[config.mk]
export PLATFORM = sky130hd
export DESIGN_NAME = hwextra_feeder
export DESIGN_NICKNAME = d
export VERILOG_FILES = /design/src/rtl/hwextra_pkg.sv /design/src/rtl/lfsr32_step.sv /design/src/rtl/hwextra_feeder.sv
export SDC_FILE = /design/constraint.sdc
export NUM_CORES = 1
export LEC_CHECK = 0
export ABC_AREA = 1
export CORE_MARGIN = 1
export CORE_UTILIZATION = 30
export CTS_CLUSTER_DIAMETER = 80
export CTS_CLUSTER_SIZE = 8
export DETAILED_ROUTE_END_ITERATION = 7
export PLACE_DENSITY_LB_ADDON = 0.1
export SYNTH_ARGS = -nofsm -noshare
export SYNTH_HDL_FRONTEND = slang
export SYNTH_SLANG_ARGS = --single-unit
export TNS_END_PERCENT = 1
[constraint.sdc]
create_clock -name clk -period 2.75 [get_ports clk]
set_clock_uncertainty 0.2 [all_clocks]
set_input_delay 0.55 -clock clk [delete_from_list [all_inputs] [get_ports clk]]
set_output_delay 0.55 -clock clk [all_outputs]
set_load 0.05 [all_outputs]
[src/rtl/hwextra_pkg.sv]
// Shared constants and state encoding for the hwextra FIFO feeder.
package hwextra_pkg;

    // x^32 + x^22 + x^2 + x + 1, right-shift Galois form
    localparam logic [31:0] TAPS         = 32'h8020_0003;
    localparam logic [31:0] DEFAULT_SEED = 32'h0000_0001;

    typedef enum logic [1:0] {
        StIdle = 2'd0,
        StRun  = 2'd1,
        StDone = 2'd2
    } state_e;

endpackage

[src/rtl/lfsr32_step.sv]
// One step of the 32-bit right-shift Galois LFSR; purely combinational.
module lfsr32_step
    import hwextra_pkg::*;
(
    input  logic [31:0] lfsr,
    output logic [31:0] next
);

    assign next = (lfsr >> 1) ^ (lfsr[0] ? TAPS : 32'h0);

endmodule

[src/rtl/hwextra_feeder.sv]
// Bounded pseudo-random word source for the hwextra FIFO, honouring full/hold back-pressure.
module hwextra_feeder
    import hwextra_pkg::*;
#(
    parameter int unsigned WIDTH    = 32,
    parameter int unsigned CNT_W    = 16,
    parameter logic [31:0] VAL_MASK = 32'h0000_03FF
) (
    input  logic             clk,
    input  logic             reset,
    input  logic             start,
    input  logic [CNT_W-1:0] count,
    input  logic [31:0]      seed,
    input  logic             full,
    input  logic             hold,
    output logic [WIDTH-1:0] data,
    output logic             w_en,
    output logic             busy,
    output logic             done,
    output logic [CNT_W-1:0] words_sent
);

    state_e           state_q, state_d;
    logic [31:0]      lfsr_q, lfsr_d;
    logic [31:0]      lfsr_next;
    logic [CNT_W-1:0] remaining_q, remaining_d;
    logic [CNT_W-1:0] sent_q, sent_d;
    logic [31:0]      masked;
    logic             push;

    lfsr32_step u_step (
        .lfsr (lfsr_q),
        .next (lfsr_next)
    );

    assign push   = (state_q == StRun) && !full && !hold;
    assign masked = lfsr_q & VAL_MASK;

    assign data       = masked[WIDTH-1:0];
    assign w_en       = push;
    assign busy       = (state_q == StRun);
    assign done       = (state_q == StDone);
    assign words_sent = sent_q;

    always_comb begin
        state_d     = state_q;
        lfsr_d      = lfsr_q;
        remaining_d = remaining_q;
        sent_d      = sent_q;
        case (state_q)
            StIdle, StDone: begin
                if (start) begin
                    sent_d = '0;
                    if (count != '0) begin
                        // A zero seed would lock the LFSR at zero forever
                        lfsr_d      = (seed == 32'h0) ? DEFAULT_SEED : seed;
                        remaining_d = count;
                        state_d     = StRun;
                    end else begin
                        state_d = StDone;
                    end
                end
            end
            StRun: begin
                if (push) begin
                    lfsr_d      = lfsr_next;
                    remaining_d = remaining_q - 1'b1;
                    sent_d      = sent_q + 1'b1;
                    if (remaining_q == {{(CNT_W-1){1'b0}}, 1'b1}) begin
                        state_d = StDone;
                    end
                end
            end
            default: state_d = StIdle;
        endcase
    end

    always_ff @(posedge clk or negedge reset) begin
        if (!reset) begin
            state_q     <= StIdle;
            lfsr_q      <= '0;
            remaining_q <= '0;
            sent_q      <= '0;
        end else begin
            state_q     <= state_d;
            lfsr_q      <= lfsr_d;
            remaining_q <= remaining_d;
            sent_q      <= sent_d;
        end
    end

endmodule

# [Word level (Yosys, flattened, before mapping)]
# Cells that the tools add are included.
# Widths: inputs -> output; s select.
[totals] register_bits=66 latchBits=0 ram_bits=0 mem_bits_ro=0 in_bits=53 output_inout_bits=51 word_cells=44 n_memories=0
[classes] addsub=2 mul=0 div_mod_pow=0 magnitude_cmp=0 eq_ne=7 n_shift=0 n_mux=18 bitwise=1 n_reduce_logical=12
[ops] op="$mux 32" count=5
[ops] op="$mux 16" count=5
[ops] op="$pmux 16 s2" count=2
[ops] op="$pmux 32 s2" count=1
[ops] op="$logic_not 32->1" count=1
[ops] op="$xor 31x32->32" count=1
[ops] op="$add 16x1->16 const B" count=1
[ops] op="$eq 16x1->1 const B" count=1
[ops] op="$reduce_bool 16->1" count=1
[ops] op="$sub 16x1->16 const B" count=1
[ops] op="$mux 2" count=4
[ops] op="$ne 2x2->1 const B" count=3
[ops] op="$reduce_and 3->1" count=2
[ops] op="$pmux 2 s2" count=1
[ops] op="$reduce_and 4->1" count=1
[ops] op="$eq 2x1->1 const B" count=1
[ops] op="$eq 2x2->1 const B" count=1
[ops] op="$logic_and 1x1->1" count=2
[ops] op="$logic_not 1->1" count=2
[ops] op="$logic_not 2->1" count=1
[ops] op="$ne 2x1->1 const B" count=1
[ops] op="$reduce_bool 2->1" count=1
[ops] op="$reduce_or 2->1" count=1

# [Depth between registers and ports, before layout]
[depth] depth_word=5 depth_mapped=10 depth_no_buf=10

# [Modules after synthesis]
# From an unflattened synthesis, not the netlist that was laid out.
[unflattened] cells_unflattened=692 area_unflattened_um2=4476.8
[by_module_without_submodules] module="hwextra_feeder" instances=1 cells_per_inst=650 area_per_inst_um2=4210.3 seq_area_each_um2=1651.6
[by_module_without_submodules] module="lfsr32_step" instances=1 cells_per_inst=42 area_per_inst_um2=266.5 seq_area_each_um2=0.0

# [Worst setup path after synthesis]
# Ideal clock, no wire load.
[synth_path] path_type="register to register" start="register sent_q[1] (netlist: words_sent[1])" end="register sent_q[8] (netlist: words_sent[8])" setup_time_ns=0.123 t_arrival_ns=1.683 required_ns=2.427 setup_slack_ns=0.744 path_stages_with_launch=8 path_buffers=0 synth_period_minus_slack_ns=2.006 path_cell_list="dfrtp_1 > ha_1 > nand2_1 > nor3_1 > nand2_1 > nor2_1 > xor2_1 > nor2_1"
[synth_between] elab_chain_len=3
[synth_lines] item="start: declaration" line_no="hwextra_feeder.sv:27" text="logic [CNT_W-1:0] sent_q, sent_d;"
[synth_lines] item="start signal: assignment" line_no="hwextra_feeder.sv:88" text="sent_q <= sent_d;"
[synth_lines] item="$add 16x1->16" line_no="hwextra_feeder.sv:68" text="sent_d = sent_q + 1'b1;"
[synth_lines] item="$mux 16" line_no="hwextra_feeder.sv:65" text="if (push) begin"
[synth_lines] item="$pmux 16 s2" line_no="hwextra_feeder.sv:50" text="case (state_q)"
# No other way between the ends. The select of a mux whose other input is x is not followed.
# A chain may end at the register's enable or synchronous reset.

# [Final worst setup path]
[layout_path] start="register state_q[0]" end="output done"
[layout_between] elab_chain_len=1
[layout_lines] item="start: declaration" line_no="hwextra_feeder.sv:23" text="state_e state_q, state_d;"
[layout_lines] item="start signal: assignment" line_no="hwextra_feeder.sv:80" text="state_q <= StIdle;"
[layout_lines] item="start signal: assignment" line_no="hwextra_feeder.sv:85" text="state_q <= state_d;"
[layout_lines] item="$eq 2x2->1" line_no="hwextra_feeder.sv:42" text="assign done = (state_q == StDone);"
[layout_lines] item="end: declaration" line_no="hwextra_feeder.sv:19" text="output logic done,"
# No other way between the ends.

==> flow_summary.json <==
{
  "worstPathRequired_ns": 2.00,
  "hold_violations": 0,
  "num-fill-cells": 1458,
  "drt-total-wl_mm": 10.4,
  "clock_latency_ns": 0.33,
  "fin_ws_ns": 0.272,
  "rsz0062_at_grt": "false",
  "irDropWorstVdd_uv": 418,
  "initial_utilization_pct": 31.1,
  "die_y_um": 120,
  "swShare_pct": 46.7,
  "coreArea_um2": 13400,
  "final_cell_area_um2": 5340,
  "viasPerCell": 4.45,
  "syn_to_final_growth_pct": 28.3,
  "cts-hold-fix-buffers": 0,
  "cp.arrival_ns": 1.73,
  "dr.first_iter.drc_count": 187,
  "critPathMaxStageDelay_ns": 0.84,
  "yosys_register_bits": 66,
  "cts_resized": 0,
  "clk_pin_slew_ns": 0.05,
  "placed_cells": 856,
  "maxSlewHeadroom_pct": 45.3,
  "seq_power_share_pct": 28.3,
  "syn_inst": 620,
  "synth_fa_ha_area_share_pct": 0.901,
  "cts_buffer_depth": 2,
  "place.port_buffers": 81,
  "post_cts_buffers": 0,
  "power_density_nw_per_um2": 1060,
  "crit_chain": "nor2_1 > clkdlybuf4s50_1",
  "final_common_cell": "nand2_1",
  "slew_violations": 0,
  "layout.cells.non_filler": 872,
  "synth_top_family_by_area": "simple AND/OR/NAND/NOR gates",
  "cp_slowest_cell": "clkdlybuf4s50_1",
  "combPwrFrac_pct": 52.3,
  "wl_per_cell_um": 11.9,
  "post-route-util_pct": 39.9,
  "drive_gt1_share_pct": 5.46,
  "fin_nets": 747,
  "firstDrtPassIters": 5,
  "tns_ns": 0,
  "post-dp-hpwl_mm": 7.63,
  "die_w_um": 120,
  "finalCritPeriodShare_pct": 90.1,
  "status": "complete, no violations",
  "vias": 3883,
  "h-tree-depth": 3,
  "synth_mux_area_share_pct": 0.240,
  "min_period_ns": 2.48,
  "pre_cts_ws_ns": 0.322,
  "yosysWarnings": 0,
  "seq_area_frac_synth_pct": 39.7,
  "grt.total_usage_pct": 15.6,
  "cts_made_buffers": 9,
  "drc": 0,
  "cts_tree": "yes",
  "regArea_um2": 1650,
  "switchingPower_mw": 2.64,
  "power.leakage_nw": 2.49,
  "cap_violations": 0,
  "p_int_mw": 3.01,
  "grt_overflow": 0,
  "reg2reg_from": "state_q[0]$_DFFE_PN0P_",
  "syn_area_um2": 4170,
  "synthSimpleGateAreaFrac_pct": 31.7,
  "tightestPinTransition_ns": 0.821,
  "worst_setup_path_start_kind": "register",
  "setup_viol": 0,
  "cts.sinks": 66,
  "crit_type": "reg2out",
  "post_dp_cell_area_um2": 5060,
  "syn_avg_cell_area_um2": 6.72,
  "final_cell_mix": "nand2_1, clkdlybuf4s50_1, o21ai_0, nor2_1, dfrtp_1",
  "critPathCaptureType": "primary output",
  "grt_pass1_vias": 3709,
  "synth_xor_area_share_pct": 1.47,
  "n_antenna_cell": 0,
  "worstSetupStartpoint": "state_q[0]$_DFFE_PN0P_",
  "hold_path.class": "in2async",
  "crit_fanout": 5,
  "multi_input_area_um2": 2010,
  "holdWs_ns": 0.114,
  "rows": 42,
  "die_area_um2": 14400,
  "gp_congestion": 0.806,
  "max_freq_mhz": 404,
  "antenna_found_initial": 0,
  "postRouteAntennaNets": 0,
  "cts_root_buffer": "clkbuf_16",
  "clkPwrFrac_pct": 19.4,
  "grt_max_degree": 61,
  "io_pins": 104,
  "synth_compound_area_share_pct": 11.9,
  "fin_total_pwr_mw": 5.65,
  "grt_pass1_wl_mm": 17.7,
  "synth_cell_type_count": 29
}
layer usage:
metal,global-route usage (%),up-vias,wire length (um)
met5,0,-,0
met4,7.03,0,194
met3,2.85,12,514
met2,24.4,119,4680
met1,20.8,1718,5030
li1,-,2034,-
synth_stat cells:
cell type  number  share of area, %
nor3_1          8              0.96
nand2_2         1              0.15
nand3_1        32               3.8
a21oi_1        12               1.4
o21ai_2         1              0.21
dfrtp_1        66                40
nor2_4          1              0.27
inv_2           1             0.090
o21a_1          1              0.18
o21ai_0        71               8.5
buf_4          32               5.8
conb_1          1             0.090
mux2i_1         1              0.24
ha_1            3              0.90
or2_2           3              0.45
buf_1           1             0.090
a21oi_4         1              0.39
nor2_1         70               6.3
a31oi_1         1              0.15
xor2_1          7               1.5
nand4_1         6              0.90
nand2_1       205                18
o22ai_1         1              0.15
clkbuf_1        4              0.36
inv_1          65               5.9
nor2_2          1              0.15
o21ai_1         7              0.84
and3_1          1              0.15
buf_2          16               1.9
kinds of logic (layout without fill, tap and decap cells):
group	Yosys count	in the layout
AND/OR/NAND/NOR	328	328
XOR/XNOR	7	7
flip-flops	66	66
other	1	22
buffers and inverters	119	174
multiplexers	1	1
adder cells (fa/ha/maj)	3	3
AO/OA/AOI/OAI	95	95
power groups by stage:
stage | Combinational (mW) | Clock, mW | Sequential, mW
6_report | 2.96 | 1.09 | 1.60
5_1_grt | 3.38 | 1.16 | 1.66
4_1_cts | 2.99 | 1.12 | 1.60
3_5_place_dp | 2.98 | 0 | 1.61
3_3_place_gp | 2.94 | 0 | 1.61
2_1_floorplan | 2.25 | 0 | 1.60
final cells by class:
| type | instances | share of cell area [%] |
|---|---|---|
| Clock buffer | 14 | 5.13 |
| Clock inverter | 2 | 0.187 |
| Multi-Input combinational cell | 456 | 37.5 |
| Tap cell | 176 | 4.12 |
| Timing Repair Buffer | 92 | 17.5 |
| Sequential cell | 66 | 30.9 |
| Inverter | 66 | 4.64 |
state kept, by name, indices dropped and copies added (netlist names):
| name | flops |
|---|---|
| remaining_q | 16 |
| words_sent | 16 |
| state_q | 2 |
| lfsr_q | 32 |
path summary, 6_finish.rpt:
check / depth (start not counted) / slack (ns) / to
worst max-delay path: 2 / 0.27 / done
worst min-delay path: 1 / 0.11 / words_sent[8]$_DFFE_PN0P_
worst max register to register: 8 / 0.52 / remaining_q[7]$_DFFE_PN0P_
worst min register to register: 2 / 0.28 / lfsr_q[31]$_DFFE_PN0P_
max in group asynchronous: 2 / 1.55 / lfsr_q[26]$_DFFE_PN0P_
min in group clk: 2 / 0.28 / lfsr_q[31]$_DFFE_PN0P_
worst max-delay path, delay by kind of cell, from the launching register on:
kind	cells	cell delay, ns
and+or+nand+nor	1	0.12
buffers and inverters	1	0.84
DFF	1	0.43
Power figures use the tool's default switching activity.
